### config.mk
export PLATFORM = sky130hd
export DESIGN_NAME = conv_accumulator
export DESIGN_NICKNAME = d
export VERILOG_FILES = /design/src/rtl/conv_accumulator.sv
export SDC_FILE = /design/constraint.sdc
export NUM_CORES = 1
export LEC_CHECK = 0
export BUFFER_PORTS_ARGS = -buffer_cell sky130_fd_sc_hd__buf_2
export CAP_MARGIN = 20
export CORE_ASPECT_RATIO = 2
export CORE_MARGIN = 4
export CORE_UTILIZATION = 55
export CTS_BUF_LIST = sky130_fd_sc_hd__clkbuf_2 sky130_fd_sc_hd__clkbuf_4 sky130_fd_sc_hd__clkbuf_8
export CTS_CLUSTER_DIAMETER = 200
export DETAILED_ROUTE_END_ITERATION = 7
export GPL_TIMING_DRIVEN = 0
export PLACE_DENSITY_LB_ADDON = 0.05
export SLEW_MARGIN = 0
export SYNTH_ARGS = -nofsm -noshare
export SYNTH_HDL_FRONTEND = slang
export SYNTH_SLANG_ARGS = --single-unit
### constraint.sdc
create_clock -name clk -period 3.54 [get_ports clk]
set_input_delay 0.177 -clock clk [delete_from_list [all_inputs] [get_ports clk]]
set_output_delay 0.177 -clock clk [all_outputs]
set_load 0.01 [all_outputs]
### src/rtl/conv_accumulator.sv
`default_nettype none
// ============================================================================
// conv_accumulator : registered adder tree over KERNEL_SIZE^2 signed products,
//                    then accumulation across NUM_CHANNELS vectors per result
// Revision: 1.0
// ============================================================================
module conv_accumulator #(
    parameter int DATA_WIDTH   = 32,
    parameter int KERNEL_SIZE  = 3,
    parameter int NUM_CHANNELS = 1
) (
    input  logic                                        clk,
    input  logic                                        rst_n,
    input  logic                                        in_valid,
    input  logic [KERNEL_SIZE*KERNEL_SIZE*DATA_WIDTH-1:0] products,
    input  logic                                        clear,
    output logic                                        out_valid,
    output logic [DATA_WIDTH-1:0]                       out_data,
    output logic                                        busy
);

    localparam int N      = KERNEL_SIZE * KERNEL_SIZE;
    localparam int LEVELS = (N == 1) ? 0 : $clog2(N);
    localparam int CH_W   = (NUM_CHANNELS > 1) ? $clog2(NUM_CHANNELS) : 1;
    localparam int VLD_W  = (LEVELS > 0) ? LEVELS : 1;
    localparam logic [CH_W-1:0] CH_LAST = CH_W'(NUM_CHANNELS - 1);

    // Number of entries present at a given tree level (odd tails pass through).
    function automatic int level_count(input int leaves, input int lvl);
        int c;
        c = leaves;
        for (int i = 0; i < lvl; i++) c = (c + 1) / 2;
        return c;
    endfunction

    logic [DATA_WIDTH-1:0] w_tree_sum;
    logic                  w_tree_vld;
    logic [VLD_W-1:0]      w_vld_bits;
    logic [DATA_WIDTH-1:0] w_sum;
    logic [DATA_WIDTH-1:0] r_acc;
    logic [CH_W-1:0]       r_ch;

    generate
        for (genvar l = 0; l < LEVELS; l++) begin : g_lvl
            localparam int IN_CNT  = level_count(N, l);
            localparam int OUT_CNT = level_count(N, l + 1);

            logic [DATA_WIDTH-1:0] w_in   [IN_CNT];
            logic [DATA_WIDTH-1:0] w_pair [OUT_CNT];
            logic [DATA_WIDTH-1:0] r_node [OUT_CNT];
            logic                  w_vld_in;
            logic                  r_vld;

            if (l == 0) begin : g_src
                for (genvar i = 0; i < IN_CNT; i++) begin : g_tap
                    assign w_in[i] = products[i*DATA_WIDTH +: DATA_WIDTH];
                end
                assign w_vld_in = in_valid;
            end else begin : g_src
                for (genvar i = 0; i < IN_CNT; i++) begin : g_tap
                    assign w_in[i] = g_lvl[l-1].r_node[i];
                end
                assign w_vld_in = g_lvl[l-1].r_vld;
            end

            for (genvar k = 0; k < OUT_CNT; k++) begin : g_node
                if (2*k + 1 < IN_CNT) begin : g_add
                    assign w_pair[k] = w_in[2*k] + w_in[2*k+1];
                end else begin : g_pass
                    assign w_pair[k] = w_in[2*k];
                end
            end

            always_ff @(posedge clk or negedge rst_n) begin
                if (!rst_n) begin
                    r_vld <= 1'b0;
                    for (int k = 0; k < OUT_CNT; k++) r_node[k] <= '0;
                end else begin
                    r_vld <= w_vld_in & ~clear;
                    for (int k = 0; k < OUT_CNT; k++) r_node[k] <= w_pair[k];
                end
            end

            assign w_vld_bits[l] = r_vld;
        end

        if (LEVELS == 0) begin : g_fin
            assign w_tree_sum = products[DATA_WIDTH-1:0];
            assign w_tree_vld = in_valid;
            assign w_vld_bits = '0;
        end else begin : g_fin
            assign w_tree_sum = g_lvl[LEVELS-1].r_node[0];
            assign w_tree_vld = g_lvl[LEVELS-1].r_vld;
        end
    endgenerate

    // First channel of a group starts fresh; later channels add to the partial sum.
    assign w_sum = ((r_ch == '0) ? '0 : r_acc) + w_tree_sum;

    always_ff @(posedge clk or negedge rst_n) begin
        if (!rst_n) begin
            r_ch      <= '0;
            r_acc     <= '0;
            out_valid <= 1'b0;
            out_data  <= '0;
        end else if (clear) begin
            r_ch      <= '0;
            out_valid <= 1'b0;
        end else begin
            out_valid <= 1'b0;
            if (w_tree_vld) begin
                r_acc <= w_sum;
                if (r_ch == CH_LAST) begin
                    out_data  <= w_sum;
                    out_valid <= 1'b1;
                    r_ch      <= '0;
                end else begin
                    r_ch <= r_ch + CH_W'(1);
                end
            end
        end
    end

    assign busy = (|w_vld_bits) | (r_ch != '0);

endmodule
`default_nettype wire

==> summary.md <==
| Metric | Value |
|---|---|
| Outcome | complete, no violations |
| Fillers | 3,029 |
| Core area | 40,300 µm² |
| Worst setup EP type | register |
| Nets | 3,261 |
| Clock Pin Slew Worst Setup and Hold Paths | 70 ps |
| Hold Path Origin | products[137] |
| Share of the synthesized area in the top cell type | 43.4% |
| Port bufs | 325 |
| Synth Area per Inst | 10.5 µm² |
| WP data required | 4070 ps |
| Register area share after synthesis | 43.4% |
| Setup violators final | 0 |
| Largest area contributor in the netlist | dfrtp_1 |
| Area contributors post-synth | dfrtp_1, ha_1, xnor2_1 |
| Area grow syn2layout | 25.3% |
| CTS Buffer Depth | 3 |
| Max-slew violations | 0 |
| Root Buffer | clkbuf_8 |
| DR WL/cell | 18.5 µm |
| Max-cap violations | 0 |
| Worst skew pair latency | 620 ps |
| Main synth FF type | dfrtp_1 |
| Total gr overflow | 0 |
| Yosys warnings | 0 |
| Num CTS Buffers | 52 |
| I/O pins | 326 |
| CP arrival | 3950 ps |
| Die X | 151 µm |
| Post-route ant nets | 0 |
| Setup crit start kind | register |
| Chip height | 294 µm |
| CTS tree | built |
| Clock sinks | 389 |
| Routability Congestion | 0.987 |
| Remaining DRCs | 0 |
| Post-Syn Instances | 2,132 |
| Hold Path Sink | g_lvl[0].r_node[73] |
| FF-to-FF End | g_lvl[2].r_node[63] |
| Tightest Pin Transition | 958 ps |
| Fmax achieved | 0.292 GHz |
| HPWL after DPL | 46.9 mm |
| Initial DRC count | 661 |
| Number of global-route vias before repair | 20,056 |
| Cell variety after synth | 71 |
| Post-synth design cell area | 22,400 µm² |
| Initial Utilization | 55.6% |
| Final Critical Period | 3420 ps |
| Setup TNS | 0 ps |
| Peak supply drop | 0.323 mV |
| #FFs+latches synth | 389 |
| R2R Setup Slk | 120 ps |
| Max FO, Critical Path | 3 |
| Syn_nets | 2,680 |
| Share of flip-flops with an asynchronous set or reset | 100% |
| Drt pass-1 iters | 8 |
| WHS | 33.8 ps |
| H-tree level count | 2 |
| Post-synth EDFFs | 0 |
| Hold Crit Class | input pin to register |
| Final Power | 19.9 mW |
| Via density | 5.67 |
| Num rows | 104 |
| Global-route wire length before repair | 95.9 mm |
| Setup CP Type | register to register |
| Total GRT Usage | 27.4% |
| Layout cells sized above 1 | 17.9% |
| Pwr dens | 708 nW/µm² |
| Worst r2r src | g_lvl[1].r_node[33] |
| Via Count | 18,626 |
| DRT Wirelength | 60.7 mm |
| Final Skew | 23.6 ps |
| Hold Crit Depth | 3 |
| Leak | 13.5 nW |
| Final period util | 96.7% |
| Antenna violations before repair | 1 |
| R2r worst-path depth | 9 |
| Largest net degree at the start of global routing | 131 |
| Die area | 44,200 µm² |
| Hold Fails Final Rpt | 0 |
| Slew margin rel. | 34.5% |
-- power breakdown --
part | switching (mW) | internal, mW | total, mW
Combinational | 5.52 | 4.29 | 9.80
Clock | 1.68 | 2.13 | 3.81
Sequential | 0.434 | 5.83 | 6.26
Total | 7.63 | 12.2 | 19.9
-- per-layer routing --
| metal | vias to the layer above | GRT usage (%) | part of all wire [%] | wire [µm] |
|---|---|---|---|---|
| li1 | 8956 | - | - | - |
| met1 | 8912 | 26.6 | 34 | 20800 |
| met2 | 547 | 54.1 | 56 | 33900 |
| met3 | 211 | 2.70 | 3.6 | 2190 |
| met4 | 0 | 15.7 | 6.3 | 3820 |
| met5 | - | 0 | 0 | 0 |
-- synth_stat cells (all sizes together), types with 24 or more instances --
library cell  count
dfrtp           389
ha              248
a21oi           219
xnor2           147
a21o            143
o21ai           131
nand2           121
nor2             94
xor2             89
inv              43
clkbuf           39
nand3            38
a31oi            35
mux2             32
o21a             32
nor2b            31
nand4            28
a211oi           27
o21bai           25
nor3             24
-- how the worst max path moves through the flow --
stage                              startpoint                    to  slack, ps  depth (start not counted)
after CTS                 g_lvl[0].r_node[32]   g_lvl[1].r_node[58]          3                         11
after global routing            products[224]   g_lvl[0].r_node[63]         -1                         13
after floorplan           g_lvl[0].r_node[32]   g_lvl[1].r_node[60]        640                         11
final                     g_lvl[1].r_node[33]   g_lvl[2].r_node[63]        120                          9
after detailed placement         products[65]  g_lvl[0].r_node[127]        -70                         11
after global placement                  rst_n  g_lvl[0].r_node[127]      -4620                          1
-- stage by stage --
stage / area (µm²) / std cells / utilization (%) / setup slack [ps]
finish: 28100 / 3285 / 69.6 / 117
global route: 28100 / 3285 / 69.6 / -1.01
CTS: 28000 / 3282 / 69.4 / 3.12
detailed placement: 24800 / 2991 / 61.5 / -70.2
global placement: 24700 / 2987 / 61.3 / -4620
floorplan: 22400 / 2132 / - / 638
-- sequential cells by signal, indices dropped and copies added (netlist names) --
signal        flops
g_lvl.r_vld       4
r_acc            32
g_lvl.r_node    352
out_valid         1
-- cells by family (layout without fill, tap and decap cells) --
| logic type | count (synthesis) | count (layout) | synth area share (%) |
|---|---|---|---|
| AO/OA/AOI/OAI | 711 | 711 | 20.5 |
| XOR/XNOR | 236 | 236 | 9.22 |
| adder cells (fa/ha/maj) | 256 | 256 | 14.6 |
| buffers and inverters | 82 | 704 | 1.37 |
| flip-flops | 389 | 389 | 43.4 |
| multiplexers | 34 | 34 | 1.70 |
| other | 0 | 1 | 0 |
| AND/OR/NAND/NOR | 424 | 424 | 9.25 |
-- cells in the final DEF, fill, tap and decap left out, types with 7 or more instances in the layout --
cell           synthesis  layout
dfrtp_1              389     389
buf_2                  0     324
ha_1                 248     248
a21oi_1              217     214
dlygate4sd3_1          0     196
xnor2_1              147     147
a21o_1               143     143
o21ai_0              122     122
nand2_1              121     121
nor2_1                94      94
xor2_1                89      89
clkbuf_8               0      61
inv_1                 43      43
clkbuf_1              39      39
nand3_1               38      38
a31oi_1               35      33
o21a_1                32      32
mux2_2                32      32
nor2b_1               31      31
nand4_1               28      28
a211oi_1              27      27
o21bai_1              25      25
nor3_1                24      24
nand2b_1              22      22
and3_1                17      17
and2_1                13      13
clkinv_2               0      11
o211ai_1              10      10
a31o_2                 9       9
clkbuf_4               0       9
or3_1                  8       8
fa_1                   8       8
o21ai_1                8       7
a41oi_1                8       7
o31ai_1                8       7
-- layout make-up --
class	instances	area (µm²)	share of cell area [%]
clock buffers	70	907	3.23
well taps	530	663	2.36
multi-input cells	1661	12400	44.3
plain buffers	39	146	0.521
clock inverters	25	304	1.08
diodes	1	2.50	0.00891
inverters	43	161	0.575
flip-flops and latches	389	9730	34.7
repair buffers	527	3720	13.3
-- worst max-delay path, stage by stage (launching register included) --
cell      delay (ps)
dfrtp_1          420
ha_1             320
a211oi_1         340
nor3_1           150
or4b_1           600
a211oi_1         630
o31ai_1          250
a211o_1          310
a21oi_1          180
xnor2_1          140
-- what timing repair did --
action / in CTS / in global routing
endpoints found under the setup margin: 0 / 9
buffers inserted: 0 / 1
hold buffers: 196 / 0
gates resized for setup: 0 / 12
hold endpoints to repair: 383 / 0
No activity file was read; power rests on OpenSTA's default activity.
